--- config.mk ---
export PLATFORM = sky130hd
export DESIGN_NAME = smp_dmem_arbiter
export DESIGN_NICKNAME = d
export VERILOG_FILES = /design/src/rtl/smp_dmem_arbiter.sv
export SDC_FILE = /design/constraint.sdc
export NUM_CORES = 1
export LEC_CHECK = 0
export ABC_AREA = 1
export BUFFER_PORTS_ARGS = -buffer_cell sky130_fd_sc_hd__buf_4
export CAP_MARGIN = 0
export CORE_AREA = 3 3 146 148
export DETAILED_ROUTE_END_ITERATION = 8
export DIE_AREA = 0 0 149 151
export PLACE_DENSITY = 0.68
export SYNTH_ARGS = -nofsm -noshare
export SYNTH_HDL_FRONTEND = slang
export SYNTH_SLANG_ARGS = --single-unit
--- constraint.sdc ---
create_clock -name clk -period 3.9 [get_ports clk]
set_clock_uncertainty 0.05 [all_clocks]
set_input_delay 0.195 -clock clk [delete_from_list [all_inputs] [get_ports clk]]
set_output_delay 0.195 -clock clk [all_outputs]
set_load 0.02 [all_outputs]
--- src/rtl/smp_dmem_arbiter.sv ---
// Grants one NUM_CPU-port line read/write at a time onto the shared d_mem; strobe 1 cycle after the request,
// done pulse 1 cycle after mem_rdy; requesters hold re/we until their done pulse, losers simply wait.
module smp_dmem_arbiter #(
   parameter int NUM_CPU     = 2,
   parameter int ADDR_W      = 16,
   parameter int LINE_W      = 64,
   parameter int RR_MODE     = 1,
   parameter int TIMEOUT_CYC = 0
) (
   input  logic                      clk,
   input  logic                      rst_n,
   input  logic [NUM_CPU-1:0]        i_req_re,
   input  logic [NUM_CPU-1:0]        i_req_we,
   input  logic [NUM_CPU*ADDR_W-1:0] i_req_addr,
   input  logic [NUM_CPU*LINE_W-1:0] i_req_wdata,
   output logic [NUM_CPU-1:0]        o_gnt,
   output logic [NUM_CPU-1:0]        o_rsp_rdy,
   output logic                      o_rsp_err,
   output logic [LINE_W-1:0]         o_rsp_rdata,
   output logic                      o_busy,
   output logic [ADDR_W-1:0]         o_mem_addr,
   output logic                      o_mem_re,
   output logic                      o_mem_we,
   output logic [LINE_W-1:0]         o_mem_wdata,
   input  logic [LINE_W-1:0]         i_mem_rdata,
   input  logic                      i_mem_rdy
);

   localparam int IDX_W = (NUM_CPU > 1) ? $clog2(NUM_CPU) : 1;
   localparam int CNT_W = (TIMEOUT_CYC > 0) ? $clog2(TIMEOUT_CYC + 1) : 1;
   localparam logic [CNT_W-1:0]   CNT_LAST = (TIMEOUT_CYC > 0) ? CNT_W'(TIMEOUT_CYC - 1) : '0;
   localparam logic [IDX_W-1:0]   IDX_LAST = IDX_W'(NUM_CPU - 1);
   localparam logic [NUM_CPU-1:0] ONE_HOT0 = NUM_CPU'(1);

   typedef enum logic [1:0] {ST_IDLE, ST_ISSUE, ST_WAIT, ST_RESP} state_t;

   state_t              r_state;
   logic [IDX_W-1:0]    r_ptr;
   logic [IDX_W-1:0]    r_win;
   logic                r_we_op;
   logic [CNT_W-1:0]    r_cnt;
   logic [NUM_CPU-1:0]  r_gnt;
   logic [NUM_CPU-1:0]  r_rsp_rdy;
   logic                r_rsp_err;
   logic [LINE_W-1:0]   r_rsp_rdata;
   logic                r_busy;
   logic [ADDR_W-1:0]   r_mem_addr;
   logic                r_mem_re;
   logic                r_mem_we;
   logic [LINE_W-1:0]   r_mem_wdata;

   logic [NUM_CPU-1:0]  w_req;
   logic                w_found;
   logic [IDX_W-1:0]    w_idx;
   logic [IDX_W-1:0]    w_win;
   logic [ADDR_W-1:0]   w_addr;
   logic [LINE_W-1:0]   w_wdata;
   logic                w_op_we;

   assign w_req   = i_req_re | i_req_we;
   assign w_op_we = i_req_we[w_win];

   // First requester found scanning from r_ptr (round-robin) or from port 0 (fixed).
   always_comb begin
      w_found = 1'b0;
      w_win   = '0;
      w_idx   = '0;
      for (int k = 0; k < NUM_CPU; k++) begin
         if (RR_MODE != 0) w_idx = IDX_W'((int'(r_ptr) + k) % NUM_CPU);
         else              w_idx = IDX_W'(k);
         if (!w_found && w_req[w_idx]) begin
            w_found = 1'b1;
            w_win   = w_idx;
         end
      end
   end

   always_comb begin
      w_addr  = '0;
      w_wdata = '0;
      for (int i = 0; i < NUM_CPU; i++) begin
         if (w_win == IDX_W'(i)) begin
            w_addr  = i_req_addr[i*ADDR_W +: ADDR_W];
            w_wdata = i_req_wdata[i*LINE_W +: LINE_W];
         end
      end
   end

   always_ff @(posedge clk or negedge rst_n) begin
      if (!rst_n) begin
         r_state     <= ST_IDLE;
         r_ptr       <= '0;
         r_win       <= '0;
         r_we_op     <= 1'b0;
         r_cnt       <= '0;
         r_gnt       <= '0;
         r_rsp_rdy   <= '0;
         r_rsp_err   <= 1'b0;
         r_rsp_rdata <= '0;
         r_busy      <= 1'b0;
         r_mem_addr  <= '0;
         r_mem_re    <= 1'b0;
         r_mem_we    <= 1'b0;
         r_mem_wdata <= '0;
      end else begin
         case (r_state)
            ST_IDLE: begin
               if (w_found) begin
                  r_win       <= w_win;
                  r_we_op     <= w_op_we;
                  r_gnt       <= ONE_HOT0 << w_win;
                  r_busy      <= 1'b1;
                  r_mem_addr  <= w_addr;
                  r_mem_wdata <= w_wdata;
                  r_mem_re    <= ~w_op_we;
                  r_mem_we    <= w_op_we;
                  r_state     <= ST_ISSUE;
               end
            end
            ST_ISSUE: begin
               r_mem_re <= 1'b0;
               r_mem_we <= 1'b0;
               r_cnt    <= '0;
               r_state  <= ST_WAIT;
            end
            ST_WAIT: begin
               if (i_mem_rdy) begin
                  if (!r_we_op) r_rsp_rdata <= i_mem_rdata;
                  r_gnt     <= '0;
                  r_rsp_rdy <= ONE_HOT0 << r_win;
                  r_rsp_err <= 1'b0;
                  r_state   <= ST_RESP;
               end else if ((TIMEOUT_CYC > 0) && (r_cnt == CNT_LAST)) begin
                  // Abort: the line is never captured, the requester sees the error flag.
                  r_gnt     <= '0;
                  r_rsp_rdy <= ONE_HOT0 << r_win;
                  r_rsp_err <= 1'b1;
                  r_state   <= ST_RESP;
               end else if (r_cnt != '1) begin
                  r_cnt <= r_cnt + 1'b1;
               end
            end
            ST_RESP: begin
               r_rsp_rdy <= '0;
               r_rsp_err <= 1'b0;
               r_busy    <= 1'b0;
               r_cnt     <= '0;
               if (RR_MODE != 0) r_ptr <= (r_win == IDX_LAST) ? '0 : r_win + 1'b1;
               r_state   <= ST_IDLE;
            end
            default: r_state <= ST_IDLE;
         endcase
      end
   end

   assign o_gnt       = r_gnt;
   assign o_rsp_rdy   = r_rsp_rdy;
   assign o_rsp_err   = r_rsp_err;
   assign o_rsp_rdata = r_rsp_rdata;
   assign o_busy      = r_busy;
   assign o_mem_addr  = r_mem_addr;
   assign o_mem_re    = r_mem_re;
   assign o_mem_we    = r_mem_we;
   assign o_mem_wdata = r_mem_wdata;

endmodule

## Word-level counts from Yosys, hierarchy flattened

Cells that the tools add are included.

| storage, ports and cells | value |
|---|---|
| output and inout bits | 152 |
| word-level logic and storage cells | 71 |
| bits in read-only memories | 0 |
| input bits | 231 |
| bits in writable memories | 0 |
| bits in latches | 0 |
| memories | 0 |
| register bits | 157 |

| operators by class | value |
|---|---|
| shift operators | 2 |
| bitwise operators | 3 |
| div/mod/pow operators | 0 |
| magnitude comparators | 3 |
| equal/unequal tests | 5 |
| multiplexer cells | 29 |
| multiply operators | 0 |
| $add $sub $neg | 2 |
| reductions and logical operators | 14 |

Operators with widths:

| kind | count |
|---|---|
| 64-bit two-way mux | 1 |
| 16-bit two-way mux | 1 |
| 1-bit two-way mux | 15 |
| 2-bit two-way mux | 5 |
| 2-bit AND reduction | 5 |
| 1-bit case mux with 2 select lines | 4 |
| 2-bit case mux with 2 select lines | 2 |
| 2-bit case mux with 4 select lines | 1 |
| 2-bit nonzero test | 4 |
| 1-bit by 2-bit < comparator with 1-bit output (second input constant) | 3 |
| 3-bit AND reduction | 2 |
| 2-bit == test (second input constant) | 2 |
| 2-bit != test (second input constant) | 2 |
| 1-bit by 1-bit << shifter with 2-bit output (first input constant) | 2 |
| 1-bit adder (second input constant) | 2 |
| 2-bit by 1-bit == test with 1-bit output (second input constant) | 1 |
| 2-bit logical NOT | 1 |
| 1-bit NOT | 2 |
| 2-bit bitwise OR | 1 |
| 1-bit logical AND | 1 |
| 1-bit logical NOT | 1 |

## Logic depth before layout (Yosys ltp)

Gate-level depths: netlist of run 1.

| logic depth | value |
|---|---|
| depth in word-level cells | 12 |
| gate-level depth with buffers | 9 |
| depth with buffers taken out | 9 |

## Worst setup path before layout of run 1

No wires, ideal clock.

| timing path | value |
|---|---|
| kind | flip-flop to flip-flop |
| from | register r_state[0] |
| to | register r_rsp_rdata[16] (netlist: o_rsp_rdata[16]) |
| arrival time | 1.472 ns |
| path buffers | 1 |
| required time | 3.725 ns |
| slack | 2.254 ns |
| stages on the path, launching flop included | 8 |
| clock period less this slack | 1.646 ns |
| library setup time | 0.125 ns |
| cell sequence | dfrtp_1 inv_1 ha_1 nand2_1 inv_1 nand2_2 clkbuf_8 mux2_2 |

| on the way | value |
|---|---|
| cells in the longest elaborated chain, start to end | 2 |

RTL lines:

| element | RTL line | source |
|---|---|---|
| from (decl) | 37 | `state_t r_state;` |
| from (signal assigned) | 91 | `r_state <= ST_IDLE;` |
| from (signal assigned) | 117 | `r_state <= ST_ISSUE;` |
| from (signal assigned) | 124 | `r_state <= ST_WAIT;` |
| 2-bit == test | n/a |  |
| 3-bit AND reduction (no line) | n/a |  |
| to (signal assigned) | 128 | `if (!r_we_op) r_rsp_rdata <= i_mem_rdata;` |
| to (decl) | 45 | `logic [LINE_W-1:0] r_rsp_rdata;` |

No other way between the ends.
A chain may end at the register's enable or synchronous reset.

## Worst setup path in the final report of run 1

| timing path | value |
|---|---|
| from | register r_state[0] |
| to | register r_rsp_rdata[15] (netlist: o_rsp_rdata[15]) |

Same word-level chain as after synthesis.

==> flow_metrics.env, run 1 <==
export IMPL_rows=52
export IMPL_clkPwrFrac_pct=17.8
export IMPL_drt_drc_violations_left=0
export IMPL_setup_viol_count_final=0
export IMPL_reg2reg_depth=7
export IMPL_met2_usage_pct=36.3
export IMPL_io_buffers=381
export IMPL_finalCriticalPeriod_ns=2.41
export IMPL_die_area_um2=22500
export IMPL_synth_seq_cells=156
export IMPL_p_int_mw=5.29
export IMPL_grt_usage_pct=21.1
export IMPL_yosysTopAreaCellShare_pct=51.6
export IMPL_critPathKind="reg2reg"
export IMPL_avgSynthCellArea_um2=8.52
export IMPL_cpPeakStageDelay_ns=0.59
export IMPL_cp_max_fo=33
export IMPL_r2r_end="o_rsp_rdata[15]"
export IMPL_critPathLaunch="r_state[0]"
export IMPL_p_comb_share_pct=50.5
export IMPL_syn_nets=1124
export IMPL_cts_root_buf="clkbuf_16"
export IMPL_setup_tns_ns=0
export IMPL_synthToLayoutAreaGrowth_pct=56.2
export IMPL_yosysTopAreaCell="dfrtp_1"
export IMPL_crit_path_top_delay_cell="nand2_2"
export IMPL_worstPathRequired_ns=4.15
export IMPL_wl_um=24300
export IMPL_peakVddDrop_uv=393
export IMPL_fin_util_pct=58.6
export IMPL_cts_resized=0
export IMPL_p_leak_nw=6.60
export IMPL_gp_congestion=0.754
export IMPL_register_area_um2=3900
export IMPL_cts_sinks=156
export IMPL_ys_warn_count=0
export IMPL_cts_inserted_buffers=17
export IMPL_report_final_slew_viol_count=0
export IMPL_p_per_area_nw_per_um2=781
export IMPL_power_frac_seq_pct=31.7
export IMPL_power_total_mw=9.24
export IMPL_start_util_pct=37.5
export IMPL_io_pins=383
export IMPL_grt_first_pass_wirelength_um=37100
export IMPL_synth_most_common_cell="inv_1"
export IMPL_syn_inst=888
export IMPL_crit_path_start_kind="flip-flop"
export IMPL_postSynth_asyncResetShare_pct=100
export IMPL_nFillCells=1811
export IMPL_cp_common_cell="inv_1"
export IMPL_synth_seq_area_share_pct=51.6
export IMPL_clockBufferDepth=2
export IMPL_p_sw_share_pct=42.7
export IMPL_multi_input_area_um2=2420
export IMPL_antenna_found_initial=0
export IMPL_htree_levels=4
export IMPL_clk_latency_ns=0.42
export IMPL_grtUsageMet3_pct=6.07
export IMPL_drtIter0Drc=209
export IMPL_worstSetupEndpointType="flip-flop"
export IMPL_grt_max_degree=115
export IMPL_rrSetupSlack_ns=1.49
export IMPL_synth_edff_count=0
export IMPL_avgViaCountPerCell=4.45
export IMPL_drive_gt1_share_pct=36.9
export IMPL_routedWlPerCell_um=15.2
export IMPL_drt_pass1_iter_count=4
export IMPL_die_w_um=149
export IMPL_cts_clk_slew_worst_paths_ns=0.08
export IMPL_slew_headroom_pct=32.4
export IMPL_max_freq_mhz=414
export IMPL_max_cap_violations=0
export IMPL_chipHeight_um=151
export IMPL_holdPathEnd="o_mem_wdata[7]"
export IMPL_core_area_um2=20200
export IMPL_antenna_cells=0
export IMPL_min_from="i_req_wdata[71]"
export IMPL_gr_max_usage_layer="met2"
export IMPL_fin_nets=1556
export IMPL_worstHoldPathCells=5
export IMPL_crit_arrival_ns=2.66
export IMPL_netlist_area_um2=7570
export IMPL_synth_area_leaders="dfrtp_1, inv_1, mux2_2"
export IMPL_rr_startpoint="r_state[0]"
export IMPL_synth_cell_types=21
export IMPL_grt_pass1_vias=7153
export IMPL_antenna_left=0
export IMPL_tightestPinTransition_ns=1.01
export IMPL_met1_usage_pct=24.8
export IMPL_vias=7134
export IMPL_cp_cell_sequence="inv_1 > ha_1 > nand2_1 > inv_1 > nand2_2 > buf_4 > mux2_2"
export IMPL_hold_class="in2reg"
export IMPL_cts_tree="built"
export IMPL_min_period_over_period_pct=61.9
export IMPL_grt_overflow_total=0
export IMPL_place_hpwl_um=17000
export IMPL_outcome="completed"
export IMPL_hold_viol=0
export IMPL_synth_flop_cell="dfrtp_1"
export IMPL_ys_top_cells_by_count="inv_1, nand2_1, dfrtp_1"
export IMPL_p_switching_mw=3.95
export IMPL_rsz0062_at_grt="false"
[cell usage in the layout, fill, tap and decap left out, drive strengths merged, types with 2 or more instances in the layout]
| master | netlist | layout |
|---|---|---|
| nand2 | 183 | 183 |
| ha | 5 | 5 |
| nand3 | 84 | 84 |
| dlygate4sd3 | 0 | 65 |
| mux2 | 64 | 64 |
| o22ai | 2 | 2 |
| clkbuf | 5 | 17 |
| dfrtp | 156 | 156 |
| inv | 255 | 260 |
| o21ai | 91 | 91 |
| buf | 36 | 389 |
| clkinv | 0 | 9 |
| nor2 | 4 | 4 |
[metrics by stage]
| step | cells | setup WS (ns) | hold WS (ns) | instance area, um2 |
|---|---|---|---|---|
| floorplan | 888 | 2.25 | -0.151 | 7570 |
| finish | 1603 | 1.49 | 0.0207 | 11800 |
| CTS | 1603 | 1.48 | 0.00310 | 11800 |
| global placement | 1506 | 1.57 | 0.291 | 10600 |
| detailed placement | 1506 | 1.51 | 0.293 | 10600 |
| global route | 1603 | 1.31 | 0.0330 | 11800 |
[kinds of logic (layout without fill, tap and decap cells)]
logic type      Yosys count  count (layout)  synth area share (%)
other cells               1               1                0.0495
flops                   156             156                  51.6
compound gates           94              94                  6.30
mux                      64              64                  9.52
simple gates            272             272                  15.2
fa+ha+maj                 5               5                 0.826
buf+inv                 296             741                  16.5
[how the worst max path moves through the flow]
stage                      endpoint  slack (ns)
floorplan           o_rsp_rdata[16]        2.25
detailed placement  o_rsp_rdata[26]        1.51
global route        o_rsp_rdata[15]        1.31
global placement    o_rsp_rdata[14]        1.57
finish              o_rsp_rdata[15]        1.49
CTS                 o_rsp_rdata[15]        1.48
[critical path: cells and delay by family, from the launching register on]
family        cells  cell delay, ns
mux               1            0.37
fa+ha+maj         1            0.25
simple gates      2            0.67
flops             1            0.39
buf+inv           3            0.55
[power by group through the flow]
stage / combinational (mW) / clock, mW / sequential, mW
2_1_floorplan: 1.75 / 0 / 3.84
3_3_place_gp: 4.55 / 0 / 2.90
3_5_place_dp: 4.64 / 0 / 2.91
4_1_cts: 4.70 / 1.69 / 2.91
5_1_grt: 5.07 / 1.77 / 3.02
6_report: 4.67 / 1.64 / 2.93
[final cells by class]
type | count | area share [%]
well taps | 270 | 2.86
multi-input cells | 436 | 20.5
repair buffers | 454 | 30.4
clock inverters | 15 | 1.50
flip-flops and latches | 156 | 33.0
clock buffers | 17 | 3.60
inverters | 255 | 8.10
[layer usage]
metal | part of all wire [%] | routed length, um | vias up
li1 | - | - | 3510
met1 | 39 | 9510 | 3290
met2 | 49 | 12000 | 292
met3 | 8.4 | 2030 | 42
met4 | 3.2 | 775 | 0
met5 | 0 | 0 | -
[sequential cells by signal, indices dropped and copies added, names as in the netlist]
register / count
o_mem_addr: 16
o_mem_we: 1
o_rsp_rdy: 2
o_mem_re: 1
r_ptr: 1
r_state: 2
r_we_op: 1
o_busy: 1
o_gnt: 2
o_rsp_rdata: 64
r_win: 1
o_mem_wdata: 64
[timing repair]
| action | in CTS | in global routing |
|---|---|---|
| setup buffers | 0 | 0 |
| hold buffers | 65 | 0 |
| endpoints found under the hold margin | 156 | 0 |
(Power assumes the default switching activity.)
==> inputs of run 2 (changes only) <==
Settings changed: PLACE_DENSITY 0.68 to 0.7.
Clock period 3.9 ns to 2.15 ns, I/O delays scaled along.
==> run 2 against run 1 <==
Sequential cell count is the same. Critical path depth grew 1. Register-to-register slack lost 1.4 ns. Sequential share of layout area shrank 4.4 points. Maximum frequency grew 19%. Sequential power grew 83%. Via count grew 14%. Cell area grew 15%. Critical path type unchanged.
==> flow_metrics.env, run 2 (same netlist as run 1, synthesis figures left out) <==
export IMPL_rows=52
export IMPL_synthToLayoutAreaGrowth_pct=80.0
export IMPL_hold_viol=0
export IMPL_wl_um=29400
export IMPL_core_area_um2=20200
export IMPL_crit_arrival_ns=2.31
export IMPL_fin_nets=1723
export IMPL_max_freq_mhz=492
export IMPL_power_total_mw=17.6
export IMPL_cpPeakStageDelay_ns=0.57
export IMPL_cp_cell_sequence="inv_2 > ha_4 > inv_1 > a21oi_4 > buf_12 > nand3_1 > dlygate4sd3_1 > o21ai_0"
export IMPL_dp_cells=1514
export IMPL_layout_commonest_cell="buf_4"
export IMPL_cts_root_buf="clkbuf_16"
export IMPL_drive_gt1_share_pct=33.9
export IMPL_worstPathRequired_ns=2.43
export IMPL_place_hpwl_um=16900
export IMPL_cts_inserted_buffers=17
export IMPL_crit_path_top_delay_cell="dlygate4sd3_1"
export IMPL_io_buffers=381
export IMPL_drt_drc_violations_left=0
export IMPL_antenna_left=0
export IMPL_cp_buffers_inverters=4
export IMPL_setup_viol_count_final=0
export IMPL_vias=8129
export IMPL_grt_pass1_vias=8224
export IMPL_report_final_slew_viol_count=0
export IMPL_fin_util_pct=67.6
export IMPL_avgViaCountPerCell=4.59
export IMPL_chipHeight_um=151
export IMPL_routedWlPerCell_um=16.6
export IMPL_cp_max_fo=16
export IMPL_setup_tns_ns=0
export IMPL_dp_slack_ns=0.210
export IMPL_cts_sinks=156
export IMPL_dpl_cell_area_um2=10700
export IMPL_final_area_um2=13600
export IMPL_die_area_um2=22500
export IMPL_final_cell_mix="buf_4, inv_1, dlygate4sd3_1"
export IMPL_nFillCells=1460
export IMPL_hold_ws_ns=0.0272
export IMPL_io_pins=383
export IMPL_p_leak_nw=7.34
export IMPL_clk_latency_ns=0.41
export IMPL_outcome="completed"
export IMPL_die_w_um=149
export IMPL_p_per_area_nw_per_um2=1290
export IMPL_drtIter0Drc=319
export IMPL_crit_family="buffers and inverters"
export IMPL_fin_ws_ns=0.119
export IMPL_grt_overflow_total=0
export IMPL_hold_class="in2reg"
export IMPL_gp_congestion=0.781
export IMPL_start_util_pct=37.5
export IMPL_min_period_over_period_pct=94.5
export IMPL_max_cap_violations=0
export IMPL_grt_usage_pct=24.4
export IMPL_rsz0062_at_grt="false"
export IMPL_cts_clk_slew_worst_paths_ns=0.07
export IMPL_crit_path_start_kind="flip-flop"
export IMPL_drt_pass1_iter_count=5
export IMPL_grt_first_pass_wirelength_um=42900
export IMPL_finalCriticalPeriod_ns=2.03
export IMPL_htree_levels=4
export IMPL_stdcell_count=1771
export IMPL_peakVddDrop_uv=788
export IMPL_grt_max_degree=64
export IMPL_clockBufferDepth=2
export IMPL_worstSetupEndpointType="flip-flop"
export IMPL_cts_tree="built"
export IMPL_antenna_found_initial=1
export IMPL_critPathKind="reg2reg"
run 2: worst paths after layout:
check / from / to / slack, ns / depth (start not counted)
max: r_state[0] / o_mem_wdata[63] / 0.12 / 8
min: i_mem_rdy / o_rsp_rdy[0] / 0.03 / 4
max reg2reg: r_state[0] / o_mem_wdata[63] / 0.12 / 8
max in group asynchronous: rst_n / o_rsp_rdata[9] / 1.27 / 3
min reg2reg: o_gnt[0] / o_gnt[0] / 0.44 / 2
min in group asynchronous: rst_n / o_mem_wdata[0] / 0.11 / 2
run 2: final cells by class:
| type | count | area (um2) | share of cell area, % |
|---|---|---|---|
| repair buffers | 621 | 5410 | 39.7 |
| flip-flops and latches | 156 | 3900 | 28.7 |
| multi-input cells | 436 | 2430 | 17.9 |
| inverters | 255 | 957 | 7.02 |
| clock buffers | 17 | 425 | 3.12 |
| well taps | 270 | 338 | 2.48 |
| clock inverters | 15 | 153 | 1.12 |
| diodes | 1 | 2.50 | 0.0184 |
run 2: what timing repair did:
item | 4_1_cts | 5_1_grt
setup buffers | 0 | 2
gates resized for setup | 0 | 6
hold buffers | 219 | 0
setup endpoints to repair | 0 | 5
hold endpoints to repair | 298 | 0
run 2: layer usage:
layer	global-route usage [%]	wire length, um	up-vias
met2	42.6	14800	413
met1	27.6	11000	3776
li1	-	-	3844
met5	0	0	-
met4	11.9	1390	0
met3	6.55	2220	96
run 2: power by group:
group	switching [mW]	total, mW	leakage [nW]	internal, mW
registers	0.895	5.35	1.88	4.45
clock network	1.39	2.94	0.268	1.55
logic	5.21	9.35	5.18	4.14
total	7.50	17.6	7.34	10.1
run 2: worst register-to-register path, delay by kind of cell, from the launching register on:
family	cells	cell delay [ns]
compound gates	2	0.29
fa+ha+maj	1	0.17
buf+inv	4	0.93
flops	1	0.41
simple gates	1	0.10
